## config.mk

```make
export PLATFORM = sky130hd
export DESIGN_NAME = rca_seq_adder
export DESIGN_NICKNAME = d
export VERILOG_FILES = /design/src/rtl/rca_seq_adder.sv
export SDC_FILE = /design/constraint.sdc
export NUM_CORES = 1
export LEC_CHECK = 0
export BUFFER_PORTS_ARGS = -buffer_cell sky130_fd_sc_hd__buf_2
export CORE_AREA = 4 4 77 79
export CTS_CLUSTER_SIZE = 25
export DETAILED_ROUTE_END_ITERATION = 6
export DIE_AREA = 0 0 81 83
export PLACE_DENSITY = 0.72
export SLEW_MARGIN = 10
export SYNTH_ARGS = -nofsm -noshare
export SYNTH_HDL_FRONTEND = slang
export SYNTH_SLANG_ARGS = --single-unit
export TNS_END_PERCENT = 10
```

## constraint.sdc

```tcl
create_clock -name clk -period 2.83 [get_ports clk]
set_input_delay 0.1415 -clock clk [delete_from_list [all_inputs] [get_ports clk]]
set_output_delay 0.1415 -clock clk [all_outputs]
set_load 0.05 [all_outputs]
```

## src/rtl/rca_seq_adder.sv

```systemverilog


module rca_seq_adder #(
  parameter int NIBBLES = 4
) (
  input  logic                   clk,
  input  logic                   rst,
  input  logic                   start,
  input  logic [4*NIBBLES-1:0]   a,
  input  logic [4*NIBBLES-1:0]   b,
  input  logic                   cin,
  output logic                   busy,
  output logic                   done,
  output logic [4*NIBBLES-1:0]   s,
  output logic                   cout,
  output logic [3:0]             rca_a,
  output logic [3:0]             rca_b,
  output logic                   rca_cin,
  input  logic [3:0]             rca_s,
  input  logic                   rca_cout
);

  localparam int W  = 4 * NIBBLES;
  localparam int IW = (NIBBLES > 1) ? $clog2(NIBBLES) : 1;
  localparam logic [IW-1:0] LAST_IDX = IW'(NIBBLES - 1);

  typedef enum logic [1:0] {
    IDLE = 2'b00,
    RUN  = 2'b01,
    DONE = 2'b10
  } state_t;

  state_t          state_r;
  state_t          state_n_s;
  logic [IW-1:0]   idx_r;
  logic [W-1:0]    a_r;
  logic [W-1:0]    b_r;
  logic            carry_r;

  // state register
  always_ff @(posedge clk or posedge rst) begin
    if (rst) begin
      state_r <= IDLE;
    end else begin
      state_r <= state_n_s;
    end
  end

  // next-state decode and slice/status outputs
  always_comb begin
    state_n_s = state_r;
    busy      = 1'b0;
    done      = 1'b0;
    rca_a     = 4'h0;
    rca_b     = 4'h0;
    rca_cin   = 1'b0;
    case (state_r)
      IDLE: begin
        if (start) begin
          state_n_s = RUN;
        end else begin
          state_n_s = IDLE;
        end
      end
      RUN: begin
        busy    = 1'b1;
        rca_a   = a_r[4*idx_r +: 4];
        rca_b   = b_r[4*idx_r +: 4];
        rca_cin = carry_r;
        if (idx_r == LAST_IDX) begin
          state_n_s = DONE;
        end else begin
          state_n_s = RUN;
        end
      end
      DONE: begin
        done      = 1'b1;
        state_n_s = IDLE;
      end
      default: begin
        state_n_s = IDLE;
      end
    endcase
  end

  // operand capture, slice index, running carry and result registers
  always_ff @(posedge clk or posedge rst) begin
    if (rst) begin
      a_r     <= '0;
      b_r     <= '0;
      carry_r <= 1'b0;
      idx_r   <= '0;
      s       <= '0;
      cout    <= 1'b0;
    end else begin
      case (state_r)
        IDLE: begin
          if (start) begin
            a_r     <= a;
            b_r     <= b;
            carry_r <= cin;
            idx_r   <= '0;
          end
        end
        RUN: begin
          s[4*idx_r +: 4] <= rca_s;
          carry_r         <= rca_cout;
          idx_r           <= idx_r + IW'(1);
          // only the top slice's carry is the final carry-out
          if (idx_r == LAST_IDX) begin
            cout <= rca_cout;
          end
        end
        default: begin
          carry_r <= carry_r;
        end
      endcase
    end
  end

endmodule

```

==> impl_metrics.py, run 1 <==
metrics = {
    "synth": {
        "avgSynthCellArea_um2": 12.7,
        "synth_area_leaders": "dfrtp_1 53%, mux2_2 14%, mux2i_1 6.3%",
        "synth_flop_cell": "dfrtp_1",
        "syn-num-nets": 248,
        "ys_types": 28,
        "yosysTopAreaCellShare": 0.530,
        "synth_edf_count": 0,
        "syn_area_um2": 2550,
        "synth_most_common_cell": "dfrtp_1",
        "synth_commonest_cells": "54 x dfrtp_1, 31 x mux2_2, 21 x inv_1",
        "yosysTopAreaCell": "dfrtp_1",
        "ys_seq_area_frac": 0.530,
        "synth-async-reset-ratio": 1.00,
        "synth_warnings": 0,
        "synth_seq_cells": 54,
        "syn_inst": 201,
    },
    "setup_path": {
        "r2r_slack_ns": 0.80,
        "path_delay_family": "simple AND/OR/NAND/NOR gates",
        "cp_max_fo": 18,
        "cp_cell_sequence": "nand2b_1 > inv_1 > and2_1 > buf_2",
        "slowest_delay_ns": 0.56,
        "end_kind": "primary output",
        "timing.rr.start": "idx_r[0]",
        "critical-path-slowest-cell": "nand2b_1",
        "ff2ff_path_depth": 4,
        "crit_buf_inv": 2,
        "cp.required_ns": 2.69,
        "r2r-end": "s[4]",
        "start_kind": "flip-flop",
        "crit_arrival_ns": 1.99,
        "critPathKind": "flip-flop to primary output",
    },
    "routing": {
        "drt-initial-drc-count": 79,
        "drc": 0,
        "postRouteAntennaNets": 0,
        "avgRoutedWirePerCell_um": 14.5,
        "routed_wl_um": 5000,
        "vias_per_cell": 5.15,
        "dr.pass1.iters": 4,
        "vias": 1772,
    },
    "worst_hold_path": {
        "hp-class": "input pin to flip-flop",
        "min_path_cells": 2,
        "min_to": "b_r[0]",
        "worstHoldStart": "b[0]",
    },
    "clocking": {
        "clock_tree.root_cell": "clkbuf_8",
        "cts_buffers": 5,
        "htree_levels": 2,
        "ctsHoldBuffers": 1,
        "clk_path_buf_depth": 2,
        "worstSkewPairLatency_ns": 0.29,
        "clkTransAtPathRegs_ns": 0.09,
        "cts_resized": 0,
        "cts_tree": "yes",
        "cts_setup_buffers": 0,
        "cts_num_sinks": 54,
    },
    "timing": {
        "setup_viol": 0,
        "slew_viol_final": 0,
        "slew_headroom": 0.590,
        "worst_slew_pin_slew_ns": 0.614,
        "period_minus_slack_ns": 2.13,
        "fmax_mhz": 468,
        "tns_ns": 0,
        "hold_viol": 0,
        "rsz0062_at_grt": "no",
        "fin_worst_skew_ns": 0.00394,
        "fin_crit_sh": 0.754,
        "layout_setup_ws_ns": 0.695,
    },
    "die": {
        "core_um2": 5340,
        "dieArea_um2": 6720,
        "rows": 27,
        "die_x_um": 81,
        "start_util": 0.478,
        "ios": 69,
        "die_h_um": 83,
    },
    "layout": {
        "instances_no_fill": 344,
        "areaGrowthSynthToFinish_pct": 20.2,
        "drive_above_1_share": 0.430,
        "stdcell_area_um2": 3070,
        "num-fill-cells": 476,
        "fin_nets": 318,
        "n_antenna_cell": 0,
    },
    "grt": {
        "antenna_found_initial": 0,
        "grtUsageMet3": 0.0477,
        "grt_pass1_wl_um": 8530,
        "met2_usage": 0.249,
        "grt_pass1_vias": 1861,
        "grt_max_degree": 34,
        "grt-busiest-layer": "met2",
        "track_usage": 0.158,
        "met1_usage": 0.212,
        "grt_overflow": 0,
    },
    "place": {
        "dp.cells": 335,
        "gp_congestion": 0.745,
        "port_buffers": 68,
        "detailedPlace.worstSlack_ns": 0.837,
        "place_area_um2": 2950,
        "dp_hpwl_um": 3730,
    },
    "power_and_ir_drop": {
        "powerDensity_nw_per_um2": 1350,
        "power.leakage_nw": 1.45,
        "irDropWorstVdd_mv": 0.765,
    },
    "status": {
        "outcome": "complete, no violations",
    },
    "run": {
        "cap_viol_max_count": 0,
    },
}
## registers in the layout, indices dropped and copies added, names as in the netlist
| register | flops |
|---|---|
| cout | 1 |
| carry_r | 1 |
| idx_r | 2 |
| state_r | 2 |
| b_r | 16 |
| s | 16 |
| a_r | 16 |
## cells in the final DEF (no fill, tap or decap), drive strengths merged
cell	count
dlygate4sd3	1
nor3b	1
buf	72
nand3b	2
dfrtp	54
mux2i	16
a221o	1
nor2b	1
a22o	1
and2	1
o22ai	8
clkbuf	8
and3b	4
or4bb	1
o32ai	16
nor4bb	1
nand2	16
or3b	2
or4b	2
nand2b	1
mux2	33
a21bo	1
ha	6
o21bai	2
inv	21
## worst max path at each step
stage                from       to  slack, ns  depth (start not counted)
2_1_floorplan    idx_r[1]     s[4]       0.63                          6
3_3_place_gp     idx_r[0]     s[4]       0.92                          4
3_5_place_dp     idx_r[0]     s[4]       0.84                          4
4_1_cts        state_r[1]  rca_cin       0.67                          4
5_1_grt        state_r[1]  rca_cin       0.50                          4
6_report       state_r[1]  rca_cin       0.70                          4
## metal layers
| metal | vias to the layer above | share of wire |
|---|---|---|
| met5 | - | 0 |
| met3 | 6 | 0.081 |
| li1 | 861 | - |
| met2 | 63 | 0.48 |
| met1 | 842 | 0.43 |
| met4 | 0 | 0.0074 |
## cell type report
class,count,area [um2],share of cell area
clock buffer,8,110,0.0359
inverter,21,78.8,0.0257
multi-input combinational,116,1050,0.344
sequential,54,1350,0.441
tap,72,90.1,0.0294
timing repair buffer,73,380,0.124
## power by group
| part | switching (W) | internal (W) | total [W] | leakage (nW) |
|---|---|---|---|---|
| clock network | 0.000236 | 0.000247 | 0.000483 | 0.0575 |
| logic | 0.00150 | 0.000770 | 0.00227 | 0.726 |
| registers | 0.000228 | 0.00115 | 0.00138 | 0.668 |
| total | 0.00197 | 0.00217 | 0.00414 | 1.45 |
## kinds of logic (layout without fill, tap and decap cells)
family	after synthesis	in the layout	share of synthesized area
DFF	54	54	0.530
muxes	49	49	0.208
and+or+nand+nor	32	32	0.0839
buffers and inverters	31	102	0.0569
AOI/OAI and AO/OA	29	29	0.0917
adders and majority gates	6	6	0.0294
## stage by stage
stage               utilization  hold WS (ns)  power (W)
floorplan                     -         0.276    0.00322
finish                    0.574        0.0577    0.00414
detailed placement        0.552         0.215    0.00368
global placement          0.552         0.212    0.00364
global route              0.574        0.0536    0.00441
CTS                       0.574        0.0516    0.00417
No activity file was read; power rests on OpenSTA's default activity.
==> inputs of run 2 (changes only) <==
Settings changed: CORE_AREA 4 4 77 79 to 4 4 79 81, DIE_AREA 0 0 81 83 to 0 0 83 85, PLACE_DENSITY 0.72 to 0.71.
Clock period 2.83 ns to 1.8 ns, I/O delays scaled along.
==> impl_metrics.py, run 2 (same netlist as run 1, synthesis figures left out) <==
metrics = {
    "die": {
        "ios": 69,
        "start_util": 0.466,
        "core_um2": 5470,
        "die_x_um": 83,
        "rows": 27,
        "dieArea_um2": 7060,
        "die_h_um": 85,
    },
    "setup_path": {
        "crit_arrival_ns": 1.70,
        "cp.required_ns": 1.71,
        "cp_max_fo": 5,
        "r2r-end": "s[12]",
        "ff2ff_path_depth": 4,
        "r2r_slack_ns": 0.09,
        "start_kind": "flip-flop",
        "critPathKind": "flip-flop to primary output",
        "timing.rr.start": "idx_r[0]",
        "end_kind": "primary output",
    },
    "clocking": {
        "clkTransAtPathRegs_ns": 0.10,
        "htree_levels": 2,
        "worstSkewPairLatency_ns": 0.30,
        "cts_num_sinks": 54,
        "clk_path_buf_depth": 2,
        "cts_buffers": 5,
        "cts_tree": "yes",
        "clock_tree.root_cell": "clkbuf_8",
    },
    "routing": {
        "avgRoutedWirePerCell_um": 15.8,
        "routed_wl_um": 5680,
        "dr_wl_met3_um": 277,
        "route.met2.wl_um": 2820,
        "vias": 1873,
        "postRouteAntennaNets": 0,
        "highest_layer": "met4",
        "dr.pass1.iters": 4,
        "drt-initial-drc-count": 58,
        "drc": 0,
        "met1_length_um": 2500,
        "vias_per_cell": 5.20,
    },
    "layout": {
        "fin_nets": 334,
        "top_regs": "a_r x16, b_r x16, s x16",
        "n_antenna_cell": 0,
        "multi_input_area_um2": 1160,
        "layout_commonest_cell": "buf_2",
        "drive_above_1_share": 0.486,
        "stdcell_area_um2": 3360,
        "num-fill-cells": 453,
        "seqCellArea_um2": 1350,
        "areaGrowthSynthToFinish_pct": 31.6,
        "final_cell_mix": "59 x buf_2, 53 x dfrtp_1, 31 x mux2_2, 18 x inv_1",
    },
    "worst_hold_path": {
        "worstHoldStart": "b[6]",
        "min_path_cells": 2,
        "min_to": "b_r[6]",
        "hp-class": "input pin to flip-flop",
    },
    "power_and_ir_drop": {
        "power.leakage_nw": 1.54,
        "powerDensity_nw_per_um2": 2120,
        "report.power.total_w": 0.00711,
        "irDropWorstVdd_mv": 1.05,
    },
    "timing": {
        "hold_viol": 0,
        "fin_worst_skew_ns": 0.00692,
        "rsz0062_at_grt": "yes",
        "worst_slew_pin_slew_ns": 0.551,
        "slew_headroom": 0.632,
        "period_minus_slack_ns": 1.79,
        "fmax_mhz": 559,
        "setup_viol": 0,
        "slew_viol_final": 0,
        "fin_crit_sh": 0.993,
        "tns_ns": 0,
    },
    "place": {
        "dp_hpwl_um": 3980,
        "place_area_um2": 3040,
        "port_buffers": 68,
        "gp_congestion": 0.755,
    },
    "grt": {
        "track_usage": 0.164,
        "grt_overflow": 0,
        "antenna_found_initial": 0,
        "grt_pass1_vias": 2009,
        "grt_pass1_wl_um": 9340,
        "grt_max_degree": 34,
    },
    "status": {
        "outcome": "complete, no violations",
    },
    "run": {
        "cap_viol_max_count": 0,
    },
}
-- run 2: changes by cell type in the layout (fill, tap and decap cells not counted), sizes merged --
cell         before  now
buf              72   77
clkbuf            8    7
clkinv            0    2
dlygate4sd3       1   10
or3b              2    3
-- run 2: layout make-up --
class	count	share of cell area
Tap cell	72	0.0268
Clock buffer	6	0.0216
Sequential cell	54	0.403
Clock inverter	2	0.00410
Timing Repair Buffer	88	0.174
Multi-Input combinational cell	117	0.346
Inverter	21	0.0242
-- run 2: what timing repair did --
item	in CTS	in global routing
hold endpoints to repair	27	6
cloned	0	1
buffers inserted	0	1
pin swaps	1	2
hold buffers	4	6
setup endpoints to repair	8	17
gates resized for setup	10	20
-- run 2: worst max path at each step --
stage                     endpoint       start  slack (ns)
after floorplan           rca_a[0]  state_r[1]       -0.12
after global placement       s[12]    idx_r[0]        0.11
after detailed placement     s[12]    idx_r[0]        0.03
after CTS                 rca_a[3]    idx_r[0]      -0.002
after global routing      rca_a[2]    idx_r[0]       -0.06
final                     rca_a[2]    idx_r[0]        0.01
-- run 2: critical path, stage by stage, from the launching register on --
cell and delay (ns):
dfrtp_1 0.41, buf_4 0.16, or3b_4 0.46, o22ai_2 0.18
buf_6 0.18
-- run 2: power breakdown --
part | internal (W) | switching, W
logic | 0.00169 | 0.00262
clock network | 0.000276 | 0.000393
registers | 0.00181 | 0.000325
total | 0.00378 | 0.00334
-- run 2: routing by layer --
layer / global-route usage / vias to the layer above
met4: 0.0490 / 0
met5: 0 / -
met1: 0.201 / 917
met3: 0.0495 / 8
li1: - / 892
met2: 0.278 / 56
-- run 2: metrics by stage --
stage	instances	hold slack [ns]	utilization	worst slack, ns
floorplan	201	0.225	-	-0.122
global placement	340	0.171	0.556	0.107
detailed placement	340	0.175	0.556	0.0343
CTS	352	0.000205	0.583	-0.00188
global route	360	-0.0000648	0.613	-0.0553
finish	360	0.0119	0.613	0.0122
